`src/rtl/counter_pkg.sv`:
```
// Shared constants and helpers for the multi-channel counter library.
package counter_pkg;

  localparam logic DIR_UP   = 1'b0;
  localparam logic DIR_DOWN = 1'b1;

  localparam int DIV0_RST_DEF = 1;
  localparam int DIVN_RST_DEF = 4;

  function automatic int ch_idx_w(input int n);
    return (n <= 2) ? 1 : $clog2(n);
  endfunction

endpackage

```
`src/rtl/counter_channel.sv`:
```
// One counter channel: count, prescaler, divisor and registered wrap flag.
// Build option MULTI_COUNTER_SAT_EN switches modular wrap to saturation.
module counter_channel
  import counter_pkg::*;
#(
  parameter int WIDTH   = 64,
  parameter int PRE_W   = 8,
  parameter int DIV_RST = 4
) (
  input  logic             Clk,
  input  logic             Reset,
  input  logic             sel,
  input  logic             en,
  input  logic             dir,
  input  logic             load,
  input  logic [WIDTH-1:0] load_val,
  input  logic             cfg,
  input  logic [PRE_W-1:0] cfg_div,
  output logic [WIDTH-1:0] count,
  output logic             wrap
);

  logic [PRE_W-1:0] div;
  logic [PRE_W-1:0] pre;
  logic [PRE_W-1:0] pre_last;
  logic [WIDTH:0]   step_res;

  // Returns {limit_hit, next_count} for one step in direction d.
  function automatic logic [WIDTH:0] step_fn(input logic [WIDTH-1:0] c, input logic d);
    logic             at_lim;
    logic [WIDTH-1:0] stepped;
    logic [WIDTH-1:0] nxt;
    at_lim  = (d == DIR_UP) ? (c == {WIDTH{1'b1}}) : (c == '0);
    stepped = (d == DIR_UP) ? (c + WIDTH'(1)) : (c - WIDTH'(1));
`ifdef MULTI_COUNTER_SAT_EN
    nxt = at_lim ? c : stepped;
`else
    nxt = stepped;
`endif
    return {at_lim, nxt};
  endfunction

  // A zero divisor behaves as one, so the last prescaler value is then 0.
  assign pre_last = (div == '0) ? '0 : (div - PRE_W'(1));
  assign step_res = step_fn(count, dir);

  always_ff @(posedge Clk) begin
    if (Reset) begin
      count <= '0;
      pre   <= '0;
      div   <= PRE_W'(DIV_RST);
      wrap  <= 1'b0;
    end else begin
      wrap <= 1'b0;
      if (load) begin
        count <= load_val;
        pre   <= '0;
      end else if (cfg) begin
        div <= cfg_div;
        pre <= '0;
      end else if (sel && en) begin
        if (pre == pre_last) begin
          pre   <= '0;
          count <= step_res[WIDTH-1:0];
          wrap  <= step_res[WIDTH];
        end else begin
          pre <= pre + PRE_W'(1);
        end
      end
    end
  end

endmodule

```
`src/rtl/multi_counter.sv`:
```
// NCH-channel event counter with per-channel prescaler, direction and load.
// Build option MULTI_COUNTER_SAT_EN makes every channel saturate instead of wrap.
module multi_counter
  import counter_pkg::*;
#(
  parameter  int WIDTH    = 64,
  parameter  int NCH      = 2,
  parameter  int PRE_W    = 8,
  parameter  int DIV0_RST = DIV0_RST_DEF,
  parameter  int DIVN_RST = DIVN_RST_DEF,
  localparam int CH_W     = ch_idx_w(NCH)
) (
  input  logic               Clk,
  input  logic               Reset,
  input  logic               En,
  input  logic [CH_W-1:0]    Sel,
  input  logic               Dir,
  input  logic               Load,
  input  logic [WIDTH-1:0]   LoadVal,
  input  logic               CfgWe,
  input  logic [CH_W-1:0]    CfgCh,
  input  logic [PRE_W-1:0]   CfgDiv,
  output logic [NCH*WIDTH-1:0] Count,
  output logic [NCH-1:0]     Wrap
);

  // Out-of-range Sel/CfgCh match no channel, so they are silently ignored.
  for (genvar i = 0; i < NCH; i++) begin : g_ch
    logic sel_hit;
    logic cfg_hit;
    assign sel_hit = (Sel == CH_W'(i));
    assign cfg_hit = (CfgCh == CH_W'(i));

    counter_channel #(
      .WIDTH   (WIDTH),
      .PRE_W   (PRE_W),
      .DIV_RST ((i == 0) ? DIV0_RST : DIVN_RST)
    ) u_ch (
      .Clk      (Clk),
      .Reset    (Reset),
      .sel      (sel_hit),
      .en       (En),
      .dir      (Dir),
      .load     (Load && sel_hit),
      .load_val (LoadVal),
      .cfg      (CfgWe && cfg_hit),
      .cfg_div  (CfgDiv),
      .count    (Count[i*WIDTH +: WIDTH]),
      .wrap     (Wrap[i])
    );
  end

endmodule
```
`config.mk`:
```
export PLATFORM = sky130hd
export DESIGN_NAME = multi_counter
export DESIGN_NICKNAME = d
export VERILOG_FILES = /design/src/rtl/counter_pkg.sv /design/src/rtl/counter_channel.sv /design/src/rtl/multi_counter.sv
export SDC_FILE = /design/constraint.sdc
export NUM_CORES = 1
export LEC_CHECK = 0
export ABC_CLOCK_PERIOD_IN_PS = 6600
export CAP_MARGIN = 20
export CORE_MARGIN = 4
export CORE_UTILIZATION = 50
export DETAILED_ROUTE_END_ITERATION = 8
export PLACE_DENSITY_LB_ADDON = 0.15
export SETUP_SLACK_MARGIN = 0.3
export SLEW_MARGIN = 30
export SYNTH_ARGS = -nofsm -noshare
export SYNTH_HDL_FRONTEND = slang
export SYNTH_SLANG_ARGS = --single-unit
```
`constraint.sdc`:
```
create_clock -name Clk -period 6.6 [get_ports Clk]
set_clock_uncertainty 0.2 [all_clocks]
set_input_delay 1.98 -clock Clk [delete_from_list [all_inputs] [get_ports Clk]]
set_output_delay 1.98 -clock Clk [all_outputs]
set_load 0.05 [all_outputs]
```
==> results by group <==
Global routing
  • Gr ovfl total: 0
  • GRT Total Usage: roughly a third
  • Number of global-route vias before repair: 15.6k
  • Antenna violations before repair: 5
  • Global-route wire length before repair: just under 90 mm
  • Largest net degree at the start of global routing: between 90 and 100

Route
  • Drt first pass iters: 5
  • Routed WL: roughly 56 mm
  • Final ANT Viol Nets: 0
  • Via count: between 15k and 20k
  • Vias per cell: between 6 and 7
  • Drt initial violations: roughly 1.6k
  • Wire per inst: about 22 microns
  • Residual DRC: 0

STA
  • RSZ-0062 raised after global routing: no
  • Period utilisation layout: approximately nine tenths
  • Setup violations, final: 0
  • Max-slew violations: 0
  • Setup ws final: 0.650 ns
  • Maximum clock frequency: about 170 MHz
  • Setup TNS: 0 ns
  • Final hold vios: 0
  • Slew margin rel.: 39.5%
  • Final Critical Period: between 5 and 6 ns
  • Worst Tran Pin Value: slightly above 0.9 ns

Worst setup path
  • CP Cell Sequence: buf_4, buf_4, ha_1, a21o_1, a21o_1, a21oi_1, a211oi_1, a2111oi_0, buf_4, nor3_1, a31oi_1, o21ai_0, a41oi_1, xor2_1, a2111oi_2
  • Arrival @ worst endpoint: 6.11 ns
  • Endpoint of the lowest-slack register-to-register path: g_ch[0].u_ch.count[57]
  • Worst endpoint required time: around 6.8 ns
  • Slowest cell on crit path: a2111oi_0
  • RR Startpoint: g_ch[0].u_ch.count[30]
  • Critical path's largest stage delay: between 0.6 and 0.7 ns
  • Reg2reg setup slack: 2.28 ns
  • Worst Reg-to-Reg Cells: 13
  • CP max FO: 37
  • Buf+Inv Stages, Crit Path: 3
  • Crit path max-delay family: compound AO/OA/AOI/OAI gates
  • Setup crit end kind: flip-flop
  • Most common cell on crit path: buf_4
  • Kind of start point of the critical path: input pin
  • Critical path type: input pin to flip-flop

Hold path
  • Min-delay worst type: flip-flop to flip-flop
  • Hold endpoint: g_ch[1].u_ch.div[5]
  • Hold path depth: 2
  • Worst hold start: g_ch[1].u_ch.div[5]

Yosys
  • Synthesized-area fraction occupied by ao, oa, aoi and oai cells: 29.0%
  • Synth Area in XOR/XNOR: under 10%
  • Post-synthesis mux area share: under 10%
  • Ys Warns: 0
  • Synthesized Nets: around 2.3k
  • Synth cell types: 77
  • Post-synthesis cell count: ~2.1k
  • Post-synthesis adder-cell area fraction: a little over a tenth
  • Ys async rst share: 0%
  • Synth Area in Simple Gates: between 20% and 30%
  • Syn_area_per_cell: between 7 and 8 sq um
  • Main combinational cell family by area after synthesis: compound AO/OA/AOI/OAI gates
  • Ys flop type: dfxtp_1
  • Seq/Total Area, Yosys: 21.0%
  • Netlist Area Pre-Place: about 0.015 sq mm
  • Yosys reg bits: ~160
  • Post-synth EDFFs: 0

CTS
  • CTS Buf Count: 17
  • Post-CTS Setup Bufs: 0
  • Clock Latency Late Sink: around 0.46 ns
  • CTS resizes: 0
  • CTS hold repair buffers: 0
  • Clk sinks: 162
  • H-Tree Depth: 4
  • Clock Path Buffers: 2
  • Root buf cell: clkbuf_16
  • Clk slew on worst S/H paths: about 0.070 ns
  • CTS tree: yes

Floorplan
  • Die height: about 180 microns
  • Row count: 64
  • Core area: 0.0306 sq mm
  • Die Wd: 184 microns
  • I/O pin total: 210
  • Starting density of the core: just over 50%
  • Die area: 0.0338 sq mm

Place
  • Dpl cells: roughly 2.6k
  • I/O Buffers: between 200 and 250
  • Final Wtd Congestion: 0.996
  • HPWL Detailed: about 43 mm
  • Post-Place Setup Slack: between 0.3 and 0.4 ns

Power
  • VDD IR max: ~200 uV
  • Sw frac: 41.7%
  • Reg power frac: about a third
  • Internal power: around 2200 uW
  • P_leak: roughly 0.0075 uW
  • Combinational cell fraction of total power: a little over two fifths
  • Cell Pwr Density: between 200 and 250 mW/mm^2
  • Clock Power Share: between 20% and 30%
  • Sw power: 1550 uW

Run
  • Max Cap Viol: 0

Final layout
  • Share of cells above drive strength 1: under 10%
  • Commonest non-fill, non-tap cell in the layout: nor2_1
  • Fin cells: around 2.6k
  • Syn-to-layout area delta: 18.7%
  • Fillcell total: between 2k and 3k
  • Nets@finish: between 2k and 2.5k
  • Commonest cells after routing, fill and taps aside: nor2_1, a21oi_1, clkdlybuf4s50_1

Status
  • Status: completed
-- how the worst max path moves through the flow --
stage / depth (start not counted) / startpoint / slack (ns) / endpoint
6_report: 15 / Dir / 0.65 / g_ch[0].u_ch.count[57]
3_3_place_gp: 14 / Dir / 0.41 / g_ch[0].u_ch.count[57]
5_1_grt: 14 / Dir / 0.55 / g_ch[0].u_ch.count[62]
3_5_place_dp: 14 / Dir / 0.36 / g_ch[0].u_ch.count[57]
2_1_floorplan: 13 / Dir / 1.18 / g_ch[0].u_ch.count[57]
4_1_cts: 14 / Dir / 0.82 / g_ch[0].u_ch.count[57]
-- final cells by class --
class	count	area, sq um	share of cell area [%]
Clock inverter	13	129	0.701
Sequential cell	162	3240	17.6
Inverter	38	143	0.776
Clock buffer	19	443	2.41
Tap cell	396	495	2.70
Antenna cell	6	15.0	0.0817
Timing Repair Buffer	235	2350	12.8
Multi-Input combinational cell	1738	11600	62.9
-- layer usage --
metal	vias up	global-route usage, %	share of wire, %
met5	-	0	0
met4	0	8.84	2.3
met3	67	3.84	7.5
met2	688	49.5	44
met1	7837	46.8	46
li1	7987	-	-
-- synth_stat cells, types with 58 or more instances --
| cell type | count | share of area [%] |
|---|---|---|
| a211oi_1 | 75 | 3.6 |
| a21o_1 | 101 | 4.9 |
| a21oi_1 | 207 | 6.7 |
| clkbuf_1 | 99 | 2.4 |
| dfxtp_1 | 162 | 21 |
| ha_1 | 128 | 10 |
| mux2i_1 | 58 | 3.8 |
| nand2_1 | 155 | 3.8 |
| nand4_1 | 78 | 3.2 |
| nor2_1 | 250 | 6.1 |
| o21ai_0 | 99 | 3.2 |
| xnor2_1 | 73 | 4.1 |
| xor2_1 | 75 | 4.2 |
-- metrics by stage --
step	util [%]	total power [uW]	hold slack [ns]	area [sq um]
2_1_floorplan	-	2230	0.269	15500
3_3_place_gp	57.9	2690	0.287	17700
3_5_place_dp	58.0	2700	0.294	17700
4_1_cts	59.8	3710	0.312	18300
5_1_grt	60.1	3900	0.354	18400
6_report	60.1	3730	0.317	18400
-- worst reg2reg max path, delay by kind of cell (launching register included) --
kind | cells | cell delay, ns
AOI/OAI and AO/OA | 9 | 2.89
buffers and inverters | 1 | 0.23
and+or+nand+nor | 1 | 0.06
adders and majority gates | 1 | 0.30
DFF | 1 | 0.47
xor gates and xnor gates | 1 | 0.11
-- cells by family after synthesis --
family	count (synthesis)
compound gates	678
xor+xnor	149
fa+ha+maj	130
buf+inv	159
flops	162
mux	61
simple gates	720
-- power groups by stage --
stage          Clock, uW  Combinational [uW]  Sequential [uW]
5_1_grt             1050                1680             1180
4_1_cts             1020                1530             1160
3_3_place_gp           0                1510             1180
3_5_place_dp           0                1520             1180
2_1_floorplan          0                 884             1350
6_report            1010                1550             1170
-- state kept, by name (all words and copies together) (netlist names) --
name,flops
g_ch.u_ch.pre,16
g_ch.u_ch.div,16
g_ch.u_ch.count,128
g_ch.u_ch.wrap,2
(Power assumes the default switching activity.)
